$ cat src/rtl/uart_pkg.sv
// Shared constants and state encodings for the 8N1 UART.
// Latency: n/a (declarations only).
// Backpressure: n/a.
package uart_pkg;

  localparam int OVERSAMPLE = 8;   // samp_clk strobes per bit
  localparam int DATA_BITS  = 8;
  localparam int MID_SAMPLE = 4;   // samples after start detection to mid start bit

  localparam int CNT_W = $clog2(OVERSAMPLE);
  localparam int BIT_W = $clog2(DATA_BITS);

  // Both machines share state names, so the literals carry a TX_/RX_ prefix
  // to live in one package scope.
  typedef enum logic [2:0] {
    TX_IDLE,
    TX_WAIT,
    TX_START,
    TX_DATA,
    TX_STOP
  } tx_state_t;

  typedef enum logic [1:0] {
    RX_IDLE,
    RX_START,
    RX_DATA,
    RX_STOP
  } rx_state_t;

endpackage

$ cat src/rtl/uart_rx.sv
// UART receiver: 2-flop synchroniser plus 8x-oversampled 8N1 deserialiser.
// Latency: ready/dout registered at the stop-bit mid sample (~9.5 bit times after start edge).
// Backpressure: none; dout is overwritten by the next good byte, ready is a one-clk strobe.
//
// Ports: clk, reset (sync, active-high), samp_clk (sample enable), rin (async serial in),
//        dout (last good byte), ready (new-byte strobe), rx_bit_clk (mid-bit sample strobe).
module uart_rx
  import uart_pkg::*;
(
  input  logic       clk,
  input  logic       reset,
  input  logic       samp_clk,
  input  logic       rin,
  output logic [7:0] dout,
  output logic       ready,
  output logic       rx_bit_clk
);

  logic             rin_meta;
  logic             rin_s;
  rx_state_t        state, state_n;
  logic [CNT_W-1:0] cnt, cnt_n;
  logic [BIT_W-1:0] bits, bits_n;
  logic [7:0]       shift, shift_n;
  logic [7:0]       dout_n;
  logic             ready_n;
  logic             bitclk_n;
  logic             mid;

  // Synchroniser resets to the idle line level so reset never looks like a start bit.
  always_ff @(posedge clk) begin
    if (reset) begin
      rin_meta <= 1'b1;
      rin_s    <= 1'b1;
    end else begin
      rin_meta <= rin;
      rin_s    <= rin_meta;
    end
  end

  // Counter is zeroed on the detecting sample, so the sample that would make it
  // MID_SAMPLE is mid start bit; the 3-bit wrap then lands every 8 samples later.
  assign mid = (cnt == CNT_W'(MID_SAMPLE - 1));

  always_comb begin
    state_n  = state;
    cnt_n    = cnt;
    bits_n   = bits;
    shift_n  = shift;
    dout_n   = dout;
    ready_n  = 1'b0;
    bitclk_n = 1'b0;
    if (samp_clk) begin
      if (state == RX_IDLE) begin
        if (!rin_s) begin
          state_n = RX_START;
          cnt_n   = '0;
        end
      end else begin
        cnt_n = cnt + CNT_W'(1);
        if (mid) begin
          bitclk_n = 1'b1;
          case (state)
            RX_START: begin
              if (rin_s) begin
                state_n = RX_IDLE;           // glitch, not a real start bit
              end else begin
                state_n = RX_DATA;
                bits_n  = '0;
              end
            end
            RX_DATA: begin
              shift_n = {rin_s, shift[7:1]};
              if (bits == BIT_W'(DATA_BITS - 1)) begin
                state_n = RX_STOP;
              end else begin
                bits_n = bits + BIT_W'(1);
              end
            end
            RX_STOP: begin
              // Bad stop bit drops the byte and leaves dout holding the last good one.
              if (rin_s) begin
                dout_n  = shift;
                ready_n = 1'b1;
              end
              state_n = RX_IDLE;
            end
            default: state_n = RX_IDLE;
          endcase
        end
      end
    end
  end

  always_ff @(posedge clk) begin
    if (reset) begin
      state      <= RX_IDLE;
      cnt        <= '0;
      bits       <= '0;
      shift      <= '0;
      dout       <= '0;
      ready      <= 1'b0;
      rx_bit_clk <= 1'b0;
    end else begin
      state      <= state_n;
      cnt        <= cnt_n;
      bits       <= bits_n;
      shift      <= shift_n;
      dout       <= dout_n;
      ready      <= ready_n;
      rx_bit_clk <= bitclk_n;
    end
  end

endmodule

$ cat src/rtl/uart.sv
// 8N1 full-duplex UART: phase-accumulator baud generator, transmitter, and uart_rx.
// Latency: txbusy rises 1 clk after send is accepted; start bit begins at the next tx_bit_clk.
// Backpressure: send is a level request, honoured only while idle or at the end of a stop bit.
//
// Ports: clk, reset (sync, active-high), rin/rout (serial pins), din/send/txbusy (transmit
//        host side), dout/ready (receive host side), samp_clk/rx_bit_clk/tx_bit_clk (debug strobes).
module uart
  import uart_pkg::*;
#(
  parameter int Width = 16,
  parameter int Incr  = 1
) (
  input  logic       clk,
  input  logic       reset,
  input  logic       rin,
  output logic       rout,
  input  logic [7:0] din,
  input  logic       send,
  output logic       txbusy,
  output logic [7:0] dout,
  output logic       ready,
  output logic       samp_clk,
  output logic       rx_bit_clk,
  output logic       tx_bit_clk
);

  localparam int SumW = Width + 1;

  logic [Width-1:0] acc;
  logic [Width:0]   acc_sum;
  logic [CNT_W-1:0] tx_div;

  tx_state_t        tx_state, tx_state_n;
  logic [7:0]       tx_shift, tx_shift_n;
  logic [BIT_W-1:0] tx_bits, tx_bits_n;
  logic             rout_q, rout_n;
  logic             busy_n;

  // Carry out of the accumulator is the sample strobe.
  assign acc_sum = {1'b0, acc} + SumW'(Incr);

  always_ff @(posedge clk) begin
    if (reset) begin
      acc        <= '0;
      samp_clk   <= 1'b0;
      tx_div     <= '0;
      tx_bit_clk <= 1'b0;
    end else begin
      acc        <= acc_sum[Width-1:0];
      samp_clk   <= acc_sum[Width];
      tx_bit_clk <= samp_clk && (tx_div == '1);
      if (samp_clk) begin
        tx_div <= tx_div + CNT_W'(1);
      end
    end
  end

  always_comb begin
    tx_state_n = tx_state;
    tx_shift_n = tx_shift;
    tx_bits_n  = tx_bits;
    rout_n     = rout_q;
    busy_n     = txbusy;
    case (tx_state)
      TX_IDLE: begin
        if (send) begin
          tx_shift_n = din;
          busy_n     = 1'b1;
          tx_state_n = TX_WAIT;
        end
      end
      TX_WAIT: begin
        if (tx_bit_clk) begin
          rout_n     = 1'b0;
          tx_state_n = TX_START;
        end
      end
      TX_START: begin
        if (tx_bit_clk) begin
          rout_n     = tx_shift[0];
          tx_shift_n = tx_shift >> 1;
          tx_bits_n  = '0;
          tx_state_n = TX_DATA;
        end
      end
      TX_DATA: begin
        if (tx_bit_clk) begin
          if (tx_bits == BIT_W'(DATA_BITS - 1)) begin
            rout_n     = 1'b1;
            tx_state_n = TX_STOP;
          end else begin
            rout_n     = tx_shift[0];
            tx_shift_n = tx_shift >> 1;
            tx_bits_n  = tx_bits + BIT_W'(1);
          end
        end
      end
      TX_STOP: begin
        if (tx_bit_clk) begin
          // A held send chains straight into the next frame so txbusy never drops
          // between back-to-back frames.
          if (send) begin
            tx_shift_n = din;
            tx_state_n = TX_WAIT;
          end else begin
            busy_n     = 1'b0;
            tx_state_n = TX_IDLE;
          end
        end
      end
      default: tx_state_n = TX_IDLE;
    endcase
  end

  always_ff @(posedge clk) begin
    if (reset) begin
      tx_state <= TX_IDLE;
      tx_shift <= '0;
      tx_bits  <= '0;
      rout_q   <= 1'b1;
      txbusy   <= 1'b0;
    end else begin
      tx_state <= tx_state_n;
      tx_shift <= tx_shift_n;
      tx_bits  <= tx_bits_n;
      rout_q   <= rout_n;
      txbusy   <= busy_n;
    end
  end

  // Force the line idle during reset itself so an aborted frame releases it immediately.
  assign rout = rout_q | reset;

  uart_rx u_rx (
    .clk        (clk),
    .reset      (reset),
    .samp_clk   (samp_clk),
    .rin        (rin),
    .dout       (dout),
    .ready      (ready),
    .rx_bit_clk (rx_bit_clk)
  );

endmodule

$ cat config.mk
export PLATFORM = sky130hd
export DESIGN_NAME = uart
export DESIGN_NICKNAME = d
export VERILOG_FILES = /design/src/rtl/uart_pkg.sv /design/src/rtl/uart_rx.sv /design/src/rtl/uart.sv
export SDC_FILE = /design/constraint.sdc
export NUM_CORES = 1
export LEC_CHECK = 0
export CORE_ASPECT_RATIO = 1.75
export CORE_MARGIN = 2
export CORE_UTILIZATION = 29
export CTS_CLUSTER_DIAMETER = 80
export CTS_CLUSTER_SIZE = 12
export DETAILED_ROUTE_END_ITERATION = 8
export SLEW_MARGIN = 20
export SYNTH_ARGS = -nofsm -noshare
export SYNTH_HDL_FRONTEND = slang
export SYNTH_SLANG_ARGS = --single-unit
$ cat constraint.sdc
create_clock -name clk -period 1.98 [get_ports clk]
set_input_delay 0.495 -clock clk [delete_from_list [all_inputs] [get_ports clk]]
set_output_delay 0.495 -clock clk [all_outputs]
set_load 0.02 [all_outputs]
Yosys cells after proc, flatten, opt, wreduce, memory -nomap -nowiden
Cells that the tools add are included.
{ "word_totals": {"wordCells": 111, "reg_bits": 65, "input_bits": 12} }
{ "op_classes": {"n_eq_ne": 23, "n_bitwise": 5, "reduce_logical": 21, "n_mux": 39, "n_addsub": 5} }
{ "op_table": {"columns": ["op", "count"], "rows": [
  ["$mux W8", 5],
  ["$mux W3", 12],
  ["$pmux W8 S4", 1],
  ["$ne A2 B2 Y1 const B", 11],
  ["$reduce_and A4 Y1", 5],
  ["$add A16 B1 Y17 const B", 1],
  ["$pmux W3 S5", 1],
  ["$add A3 B1 Y3 const B", 4],
  ["$eq A3 B3 Y1 const B", 4],
  ["$pmux W3 S2", 2],
  ["$reduce_and A6 Y1", 2],
  ["$mux W1", 10],
  ["$mux W2", 5],
  ["$reduce_and A5 Y1", 2],
  ["$eq A3 B2 Y1 const B", 3],
  ["$reduce_bool A2 Y1", 4],
  ["$reduce_or A5 Y1", 1],
  ["$eq A2 B2 Y1 const B", 2],
  ["$not A1 Y1", 4],
  ["$pmux W2 S2", 1],
  ["$reduce_bool A4 Y1", 1],
  ["$eq A3 B1 Y1 const B", 1],
  ["$logic_not A3 Y1", 1],
  ["$ne A3 B1 Y1 const B", 1],
  ["other kinds (9)", 9]
]} }

Depth between registers and ports, before layout
{ "depth": {"word_depth": 5, "mapped_depth": 7, "mapped_depth_nobuf": 6} }

Hierarchy
Synthesis repeated with hierarchy kept, for this count alone.
{ "hier_totals": {"hier_cells": 328, "area_unflattened_um2": 2946.6} }
{ "modules_own_cells": {"columns": ["module", "cells_per_inst", "n_inst", "area_per_inst_um2", "seq_area_each_um2"], "rows": [
  ["uart", 201, 1, 1766.7, 740.7],
  ["uart_rx", 127, 1, 1179.9, 560.5]
]} }

Least setup slack after synthesis
OpenSTA, ideal clock, no wires.
{ "synth_path": {"path_kind": "input to output", "startpoint": "input reset", "endpoint": "output rout", "t_required_ps": 1485, "t_arrival_ps": 1218, "path_slack_ps": 267, "path_stages": 3, "path_cell_list": "clkbuf_1 -> clkbuf_1 -> or2_2"} }
{ "synth_via": {"elab_chain_len": 1} }
{ "synth_lines": {"columns": ["element", "line_no", "text"], "rows": [
  ["from (decl)", "uart.sv:14", "input logic reset,"],
  ["$or A1 B1 Y1", "uart.sv:132", "assign rout = rout_q | reset;"],
  ["to (decl)", "uart.sv:16", "output logic rout,"]
]} }
No other way between the ends.

Worst setup path in the final report
{ "layout_path": {"startpoint": "register rout_q", "endpoint": "output rout"} }
{ "layout_via": {"elab_chain_len": 1} }
{ "layout_lines": {"columns": ["element", "line_no", "text"], "rows": [
  ["from (decl)", "uart.sv:36", "logic rout_q, rout_n;"],
  ["from (signal assigned)", "uart.sv:126", "rout_q <= rout_n;"],
  ["$or A1 B1 Y1", "uart.sv:132", null]
]} }
No other way between the ends.

==> flow_summary.toml <==
[sta]
worst_slew_pin_slew_ns = 0.624
fin_skew_ns = 0.00538
finalHoldViolCount = 0
fmax_mhz = 514
setup_viol = 0
fin_crit_ns = 1.95
rsz0062_at_grt = "false"
slew_headroom_pct = 58.4
maxSlewViolCount = 0
min_period_over_period_pct = 98.2

[die]
floorplan.rows = 48
die_w_um = 79.3
core_um2 = 9730
start_util_pct = 29.5
die_h_um = 136
ios = 26
die_area_um2 = 10800

[finish]
drive_gt1_share_pct = 9.09
nNetsFinal = 385
nFillCells = 1006
regArea_um2 = 1300
final_util_pct = 37.0
syn_to_final_growth_pct = 25.3
diodes = 0
multi_input_area_um2 = 1440

[worst_setup_path]
crit_family = "buffers and inverters"
critical_path_class = "flip-flop to primary output"
critPathBufInv = 1
r2r_slack_ns = 0.22
cp.depth = 2
r2r_start = "u_rx.state[0]$_SDFFE_PP0P_"
worstSetupStartpointType = "flip-flop"
reg2reg_to = "u_rx.dout[4]$_SDFFE_PP0P_"
arrival_ns = 1.45
critical_path.max_stage_delay_ns = 0.54
slowest_stage = "clkdlybuf4s50_1"
end_kind = "primary output"
rr_worst_depth = 7
path_cells = "or2_2 > clkdlybuf4s50_1"
required_ns = 1.48
worst-path-max-fanout = 2

[detailed_routing]
drc = 0
routed_wl_um = 5720
drt_iter0_drc = 88
avgViaCountPerCell = 4.70
ant_nets = 0
wire_per_inst_um = 11.7
firstDrtPassIters = 4
route.vias.total = 2296

[cts]
cts_hold_buffers = 0
cts-root-buf = "clkbuf_16"
clock_sinks = 65
clkLatencyLatePin_ns = 0.32
cts_buffers = 9
h-tree-depth = 3
clk_pin_slew_ns = 0.05
clk_path_buf_depth = 2
cts_tree = "done"

[grt]
grt_pass1_vias = 2251
antenna_found_initial = 0
grt_max_degree = 36
grt_pass1_wl_um = 9800
grt_overflow = 0
grtUsageTotal_pct = 11.5

[placement]
place_congestion = 0.756
hpwl_um = 4140
io_buffers = 25

[yosys]
syn_area_um2 = 2870
postSynthAreaPerCell_um2 = 8.71
yosys_warnings = 0
ys_types = 43
synth_fp_nets = 356
ys_top_cells_by_area = "dfxtp_1, nand2_1, ha_1"
synth_top_area_cell = "dfxtp_1"
synthCells = 330
synth.top_cell.area_share_pct = 45.3
yosysSeqAreaShare_pct = 45.3
synth_seq_cells = 65

[power_and_ir_drop]
cellPowerDensity_nw_per_um2 = 862
vdd_ir_drop_max_uv = 375
total_power_mw = 3.10
leakage_nw = 1.38

[job]
cap_violations = 0

[outcome]
outcome = "completed"

[hold_path]
hold_path.class = "flip-flop to flip-flop"
hold_end = "u_rx.rin_s$_SDFF_PP1_"
hold_depth = 1
min-delay-start = "u_rx.rin_meta$_SDFF_PP1_"
-- routing by layer --
layer  part of all wire (%)  up-vias  track usage, %
met4                    2.5        0            6.70
met1                     41     1073            11.6
met3                    1.9       12            1.80
li1                       -     1189               -
met2                     54       22            21.7
met5                      0        -               0
-- cells in the mapped netlist, drive strengths merged --
library cell  number
a211o              1
a211oi             1
a21oi             23
a221o              7
a221oi             1
a22oi              1
a311oi             2
a31oi              2
and3               7
and4               1
and4bb             1
buf                9
clkbuf            10
clkinv             1
dfxtp             65
ha                14
inv                9
mux2               1
mux2i             13
nand2             48
nand2b             8
nand3             12
nand3b             2
nand4              9
nor2              40
nor2b              6
nor3               5
nor4               4
o2111ai            1
o21a               1
o21ai              2
o22ai              1
o31ai              1
o41ai              1
or2                3
or3                4
xnor2             12
xor2               1
-- kinds of logic after synthesis --
kind of cell | Yosys count | synth area share [%]
xor gates and xnor gates | 13 | 3.96
DFF | 65 | 45.3
and+or+nand+nor | 150 | 24.7
muxes | 14 | 4.92
buffers and inverters | 29 | 4.48
adders and majority gates | 14 | 6.09
AOI/OAI and AO/OA | 45 | 10.5
-- registers in the layout (all words and copies together), names as in the netlist, 2 cells and up --
name / cells
acc: 16
tx_shift: 8
u_rx.dout: 8
u_rx.shift: 8
tx_bits: 3
tx_div: 3
tx_state: 3
u_rx.bits: 3
u_rx.cnt: 3
u_rx.state: 2
-- worst max-delay path by stage --
| stage | from | to |
|---|---|---|
| detailed placement | send | tx_shift[3]$_SDFFE_PP0P_ |
| finish | rout_q$_SDFFE_PP1P_ | rout |
| global route | rout_q$_SDFFE_PP1P_ | rout |
| floorplan | reset | rout |
| global placement | send | tx_shift[0]$_SDFFE_PP0P_ |
| CTS | samp_clk$_SDFF_PP0_ | samp_clk |
-- through the flow --
stage	setup WS (ns)	hold WS [ns]	instances	cell area, um^2	TNS (ns)
after global routing	0.00668	0.439	488	3600	0
after CTS	0.0167	0.415	488	3600	0
after floorplan	0.267	0.389	330	2870	0
final	0.0349	0.409	488	3600	0
after detailed placement	-0.0300	0.402	473	3290	-0.157
after global placement	-0.0234	0.394	473	3290	-0.134
-- report_power, final --
part           switching (mW)  internal [mW]  total [mW]  leakage (nW)
Sequential             0.0155           1.33        1.35         0.526
Combinational          0.0570         0.0514       0.108         0.700
Clock                   0.523           1.13        1.65         0.153
-- repair_timing --
| action | CTS | global route |
|---|---|---|
| endpoints found under the setup margin | 0 | 1 |
| endpoints found under the hold margin | 0 | 0 |
| gates resized for setup | 0 | 1 |
| setup buffers | 0 | 0 |
-- final cells by class --
type                            count  area share [%]
Clock buffer                       12            6.85
Clock inverter                      3            1.81
Inverter                           10            1.04
Multi-Input combinational cell    236            40.1
Sequential cell                    65            36.1
Tap cell                          125            4.34
Timing Repair Buffer               37            9.73
-- cell usage in the layout, fill, tap and decap left out, drive strengths merged, types with 3 or more instances in the layout --
| cell | instances |
|---|---|
| nor3 | 5 |
| and3 | 7 |
| ha | 14 |
| a221o | 7 |
| clkbuf | 12 |
| nand4 | 9 |
| nor2 | 40 |
| inv | 9 |
| nand2 | 48 |
| nand2b | 8 |
| xnor2 | 12 |
| clkdlybuf4s50 | 23 |
| or2 | 3 |
| nor4 | 4 |
| nor2b | 6 |
| buf | 13 |
| or3 | 4 |
| nand3 | 12 |
| mux2i | 13 |
| a21oi | 23 |
| dfxtp | 65 |
No activity file was read; power rests on OpenSTA's default activity.
